### config.mk
export PLATFORM = sky130hd
export DESIGN_NAME = apb_uart_rx
export DESIGN_NICKNAME = d
export VERILOG_FILES = /design/src/rtl/apb_uart_rx.sv
export SDC_FILE = /design/constraint.sdc
export NUM_CORES = 1
export LEC_CHECK = 0
export ABC_AREA = 0
export ABC_CLOCK_PERIOD_IN_PS = 3500
export CORE_AREA = 4 4 100 102
export CTS_CLUSTER_SIZE = 25
export DETAILED_ROUTE_END_ITERATION = 12
export DIE_AREA = 0 0 104 106
export PLACE_DENSITY = 0.85
export SETUP_SLACK_MARGIN = 0.3
export SKIP_LAST_GASP = 1
export SYNTH_ARGS = -nofsm -noshare
export SYNTH_HDL_FRONTEND = slang
export SYNTH_SLANG_ARGS = --single-unit
### constraint.sdc
create_clock -name clk -period 3.5 [get_ports clk]
set_input_delay 0.35 -clock clk [delete_from_list [all_inputs] [get_ports clk]]
set_output_delay 0.35 -clock clk [all_outputs]
set_load 0.01 [all_outputs]
### src/rtl/apb_uart_rx.sv
// APB-attached UART receiver: 8N1 deserializer feeding a byte FIFO, with a
// STATUS register carrying FIFO count and sticky overrun / framing-error flags.
module apb_uart_rx #(
    parameter int BUS_WIDTH    = 16,
    parameter int CLKS_PER_BIT = 434,
    parameter int FIFO_DEPTH   = 8
) (
    input  logic                 clk,
    input  logic                 reset,
    input  logic [1:0]           S_PADDR,
    input  logic                 S_PWRITE,
    input  logic                 S_PSELx,
    input  logic                 S_PENABLE,
    input  logic [BUS_WIDTH-1:0] S_PWDATA,
    output logic [BUS_WIDTH-1:0] S_PRDATA,
    output logic                 S_PREADY,
    input  logic                 rx_wire,
    output logic                 rx_irq
);

    localparam int AW = $clog2(FIFO_DEPTH);
    localparam int CW = AW + 1;
    localparam logic [15:0] HALF_M1 = 16'(CLKS_PER_BIT / 2 - 1);
    localparam logic [15:0] BIT_M1  = 16'(CLKS_PER_BIT - 1);

    typedef enum logic [1:0] {
        IDLE  = 2'd0,
        START = 2'd1,
        DATA  = 2'd2,
        STOP  = 2'd3
    } state_t;

    logic           r_rx_meta;
    logic           r_rx_sync;
    logic           r_rx_prev;
    state_t         r_state;
    state_t         w_state_nxt;
    logic [15:0]    r_cnt;
    logic [15:0]    w_cnt_nxt;
    logic [2:0]     r_bit_idx;
    logic [2:0]     w_bit_idx_nxt;
    logic [7:0]     r_shift;
    logic [7:0]     w_shift_nxt;
    logic           w_push_req;
    logic           w_frame_set;

    logic [7:0]     r_mem [FIFO_DEPTH];
    logic [AW-1:0]  r_wr_ptr;
    logic [AW-1:0]  r_rd_ptr;
    logic [CW-1:0]  r_count;
    logic           r_frame_err;
    logic           r_overrun;
    logic           r_rd_done;

    logic           w_apb_sel;
    logic           w_stat_wr;
    logic           w_empty;
    logic           w_full;
    logic           w_pop;
    logic           w_push;
    logic           w_ovr_set;
    logic [BUS_WIDTH-1:0] w_prdata;
    logic           w_pready;
    logic           w_unused;

    assign w_apb_sel = S_PSELx & S_PENABLE;
    assign w_stat_wr = w_apb_sel & S_PWRITE & (S_PADDR == 2'd1);
    assign w_empty   = (r_count == CW'(0));
    assign w_full    = (r_count == CW'(FIFO_DEPTH));
    // r_rd_done keeps a read that is held past its completion from popping again
    assign w_pop     = w_apb_sel & ~S_PWRITE & (S_PADDR == 2'd0) & ~w_empty & ~r_rd_done;
    assign w_push    = w_push_req & (~w_full | w_pop);
    assign w_ovr_set = w_push_req & w_full & ~w_pop;
    assign w_unused  = ^S_PWDATA[BUS_WIDTH-1:2];

    // Synchronizer plus one extra sample for falling-edge detection.
    always_ff @(posedge clk or posedge reset) begin
        if (reset) begin
            r_rx_meta <= 1'b1;
            r_rx_sync <= 1'b1;
            r_rx_prev <= 1'b1;
        end else begin
            r_rx_meta <= rx_wire;
            r_rx_sync <= r_rx_meta;
            r_rx_prev <= r_rx_sync;
        end
    end

    // Receiver state and datapath registers.
    always_ff @(posedge clk or posedge reset) begin
        if (reset) begin
            r_state   <= IDLE;
            r_cnt     <= 16'd0;
            r_bit_idx <= 3'd0;
            r_shift   <= 8'd0;
        end else begin
            r_state   <= w_state_nxt;
            r_cnt     <= w_cnt_nxt;
            r_bit_idx <= w_bit_idx_nxt;
            r_shift   <= w_shift_nxt;
        end
    end

    // Receiver next-state logic; bits are sampled mid-bit once START is verified.
    always_comb begin
        w_state_nxt   = r_state;
        w_cnt_nxt     = r_cnt + 16'd1;
        w_bit_idx_nxt = r_bit_idx;
        w_shift_nxt   = r_shift;
        w_push_req    = 1'b0;
        w_frame_set   = 1'b0;
        case (r_state)
            IDLE: begin
                w_cnt_nxt     = 16'd0;
                w_bit_idx_nxt = 3'd0;
                if (r_rx_prev && !r_rx_sync) begin
                    w_state_nxt = START;
                end else begin
                    w_state_nxt = IDLE;
                end
            end
            START: begin
                if (r_cnt == HALF_M1) begin
                    w_cnt_nxt = 16'd0;
                    if (!r_rx_sync) begin
                        w_state_nxt = DATA;
                    end else begin
                        w_state_nxt = IDLE;
                    end
                end else begin
                    w_state_nxt = START;
                end
            end
            DATA: begin
                if (r_cnt == BIT_M1) begin
                    w_cnt_nxt   = 16'd0;
                    w_shift_nxt = {r_rx_sync, r_shift[7:1]};
                    if (r_bit_idx == 3'd7) begin
                        w_bit_idx_nxt = 3'd0;
                        w_state_nxt   = STOP;
                    end else begin
                        w_bit_idx_nxt = r_bit_idx + 3'd1;
                        w_state_nxt   = DATA;
                    end
                end else begin
                    w_state_nxt = DATA;
                end
            end
            STOP: begin
                if (r_cnt == BIT_M1) begin
                    w_cnt_nxt   = 16'd0;
                    w_state_nxt = IDLE;
                    if (r_rx_sync) begin
                        w_push_req = 1'b1;
                    end else begin
                        w_frame_set = 1'b1;
                    end
                end else begin
                    w_state_nxt = STOP;
                end
            end
            default: begin
                w_state_nxt = IDLE;
                w_cnt_nxt   = 16'd0;
            end
        endcase
    end

    // FIFO storage; contents are only meaningful below the count.
    always_ff @(posedge clk) begin
        if (w_push) begin
            r_mem[r_wr_ptr] <= r_shift;
        end
    end

    // FIFO pointers, occupancy, sticky flags and per-transfer pop guard.
    always_ff @(posedge clk or posedge reset) begin
        if (reset) begin
            r_wr_ptr    <= '0;
            r_rd_ptr    <= '0;
            r_count     <= '0;
            r_frame_err <= 1'b0;
            r_overrun   <= 1'b0;
            r_rd_done   <= 1'b0;
        end else begin
            if (w_push) begin
                r_wr_ptr <= r_wr_ptr + AW'(1);
            end
            if (w_pop) begin
                r_rd_ptr <= r_rd_ptr + AW'(1);
            end
            case ({w_push, w_pop})
                2'b10:   r_count <= r_count + CW'(1);
                2'b01:   r_count <= r_count - CW'(1);
                default: r_count <= r_count;
            endcase
            r_frame_err <= w_frame_set | (r_frame_err & ~(w_stat_wr & S_PWDATA[0]));
            r_overrun   <= w_ovr_set   | (r_overrun   & ~(w_stat_wr & S_PWDATA[1]));
            if (!w_apb_sel) begin
                r_rd_done <= 1'b0;
            end else if (w_pop) begin
                r_rd_done <= 1'b1;
            end
        end
    end

    // APB read mux and ready; DATA reads stall while the FIFO is empty.
    always_comb begin
        w_pready = 1'b0;
        w_prdata = '0;
        if (w_apb_sel) begin
            case (S_PADDR)
                2'd0: begin
                    if (S_PWRITE) begin
                        w_pready = 1'b1;
                    end else begin
                        w_pready = ~w_empty;
                        if (!w_empty) begin
                            w_prdata[7:0] = r_mem[r_rd_ptr];
                        end else begin
                            w_prdata = '0;
                        end
                    end
                end
                2'd1: begin
                    w_pready = 1'b1;
                    if (!S_PWRITE) begin
                        w_prdata[8:2] = 7'(r_count);
                        w_prdata[1]   = r_overrun;
                        w_prdata[0]   = r_frame_err;
                    end else begin
                        w_prdata = '0;
                    end
                end
                default: begin
                    w_pready = 1'b1;
                end
            endcase
        end else begin
            w_pready = 1'b0;
            w_prdata = '0;
        end
    end

    assign S_PREADY = w_pready;
    assign S_PRDATA = w_prdata;
    assign rx_irq   = ~w_empty | r_frame_err | r_overrun;

endmodule

==> results.yml <==
grt:
  grt_pass1_vias: 2799
  grt_first_pass_wirelength_um: 14510
  track_usage_pct: 16.54
  antenna_found_initial: 0
  grt-ovfl-total: 0
  grt_max_degree: 46
layout:
  nNetsFinal: 396
  diodes: 0
  stdcell_count: 480
  area_delta_synth_final_pct: 10.81
  drive_gt1_share_pct: 19.24
run_status:
  outcome: "complete, no violations"
placement:
  finalWeightedCongestion: 0.7901
  place_ws_ps: 562.3
  portBuffers: 19
  dp_cells: 464
  dp_hpwl_um: 5799
sta:
  rsz0062_at_grt: "false"
  fin_skew_ps: 16.26
  fin_setup_tns_ps: 0
  fin_crit_sh_pct: 85.98
  max_freq_mhz: 332.3
  worstMarginPinSlew_ps: 949.6
  final_hold_viol_count: 0
  period_needed_ps: 3009
  relSlewSlack_pct: 36.60
  finalWorstSetupSlack_ps: 490.7
  setup_viol: 0
  drv_slew: 0
clock_network:
  numClockSinks: 109
  clock-root-buffer: "clkbuf_8"
  clk_pin_slew_ps: 110
  htreeDepth: 3
  numCtsBuffers: 9
  cts_resized: 0
  cts_tree: "built"
  post_cts_buffers: 0
  clock_latency_ps: 360
  clk_path_buf_depth: 2
  hold_buffers: 0
die:
  fp.coreArea_mm2: 0.009109
  start_util_pct: 53.12
  die_h_um: 106
  die_area_mm2: 0.01102
  fp-row-count: 35
  ios: 42
  fp.dieW_um: 104
synthesis:
  syn_avg_cell_area_um2: 14.36
  ys_warn_count: 0
  netlist_instances: 337
  synthFlopType: "edfxtp_1"
  netlist_top_cells_area: "edfxtp_1 40%, dfrtp_1 22%, mux4_2 7.4%, nor2_1 3.1%, mux2_2 3.0%"
  synthArstFlopShare_pct: 41.28
  yosysTopAreaCell: "edfxtp_1"
  synth_top_area_share_pct: 39.72
  synth_common_cells: "64 x edfxtp_1, 42 x dfrtp_1, 40 x nor2_1"
  synth_area_mm2: 0.004838
  yosysMostFrequentCell: "edfxtp_1"
  yosysSeqAreaShare_pct: 63.07
  ys_seq_elements: 109
  synth.distinct_cells: 51
  synth_edf_count: 64
run:
  maxCapViolCount: 0
worst_hold_path:
  hold_class: "reg -> reg"
setup_path:
  cp.required_ps: 3150
  crit_path_end_kind: "primary output"
  start_kind: "flop"
  worstPathArrival_ps: 2660
  worst-path-max-fanout: 18
  crit_type: "reg -> out"
route:
  vias: 2768
  totalWireLength_um: 8676
  dr.pass1.iters: 4
  route.detailed.drc: 0
  wl_per_cell_um: 18.08
  ant_nets: 0
  drt_iter0_markers: 209
  viasPerCell: 5.767
power_and_ir_drop:
  max-vdd-ir-drop_v: 0.0003060
  p_total_mw: 2.939
  p_leak_nw: 2.022
  powerDensity_mw_per_mm2: 548.1
-- state kept, by name, summed over array words and instances, names as in the netlist, 2 cells and up --
name / count
r_wr_ptr: 3
r_bit_idx: 3
r_count: 4
r_cnt: 16
r_shift: 8
r_mem: 64
r_state: 2
r_rd_ptr: 3
-- final cells by class --
type,count,area [µm²]
clock buffer,10,127.6
clock inverter,6,78.83
fill,650,3747
inverter,6,22.52
multi-input combinational,208,1669
sequential,109,3052
tap,111,138.9
timing repair buffer,30,272.8
-- path summary, 6_finish.rpt --
path / startpoint / to / slack, ps / cells after the start
setup / recovery: r_rd_ptr[1] / S_PRDATA[1] / 490 / 5
hold / removal: r_rx_meta / r_rx_sync / 370 / 0
setup reg to reg: r_cnt[13] / r_mem[0][1] / 590 / 7
hold reg to reg: r_rx_meta / r_rx_sync / 370 / 0
max in group asynchronous: reset / r_shift[1] / 2390 / 2
min in group asynchronous: reset / r_cnt[10] / 510 / 2
-- cell usage in the layout (no fill, tap or decap), types with 2 or more instances in the layout --
master	count
nor3_1	11
clkbuf_8	9
mux2i_1	7
or4_4	2
nand2_1	19
edfxtp_1	64
dfrtp_1	42
a22o_1	5
a31oi_1	4
a22oi_1	3
conb_1	8
a21oi_1	6
inv_1	5
nand3_1	6
mux2_2	13
dfstp_2	3
nor2_1	40
nor4b_1	2
xor2_1	10
inv_6	2
xnor2_1	11
inv_8	2
nand4_1	5
ha_1	8
mux4_2	16
clkdlybuf4s50_1	19
or3_1	2
o21ai_0	2
buf_4	11
and3_1	4
or4_1	2
nand2b_1	2
-- per-layer routing --
layer  track usage, %  part of all wire [%]
met3            2.550                   5.8
met5                0                     0
met2            28.69                    52
met4            5.413                   1.3
met1            21.50                    41
-- critical path, stage by stage (launching register included) --
cell	delay, ps
dfrtp_1	880
mux4_2	420
mux2_2	290
a22oi_1	180
nor2_1	60
clkdlybuf4s50_1	480
-- report_power, final --
group / internal (mW) / switching (mW) / total [mW]
sequential: 1.41 / 0.146 / 1.56
clock: 0.348 / 0.428 / 0.776
combinational: 0.345 / 0.257 / 0.602
-- cells by family after synthesis --
group / Yosys count / synth area share, %
DFF: 109 / 63.07
xor gates and xnor gates: 21 / 3.801
other: 1 / 0.07751
muxes: 38 / 12.46
buffers and inverters: 27 / 3.077
adders and majority gates: 8 / 2.069
and+or+nand+nor: 106 / 11.40
AOI/OAI and AO/OA: 27 / 4.034
-- through the flow --
stage | util (%) | cell area, µm² | hold WS [ps]
3_3_place_gp | 56.54 | 5150 | 345.6
4_1_cts | 58.80 | 5356 | 358.7
6_report | 58.86 | 5361 | 368.1
5_1_grt | 58.86 | 5361 | 359.5
3_5_place_dp | 56.54 | 5150 | 348.7
2_1_floorplan | - | 4865 | 345.2
No activity file was read; power rests on OpenSTA's default activity.
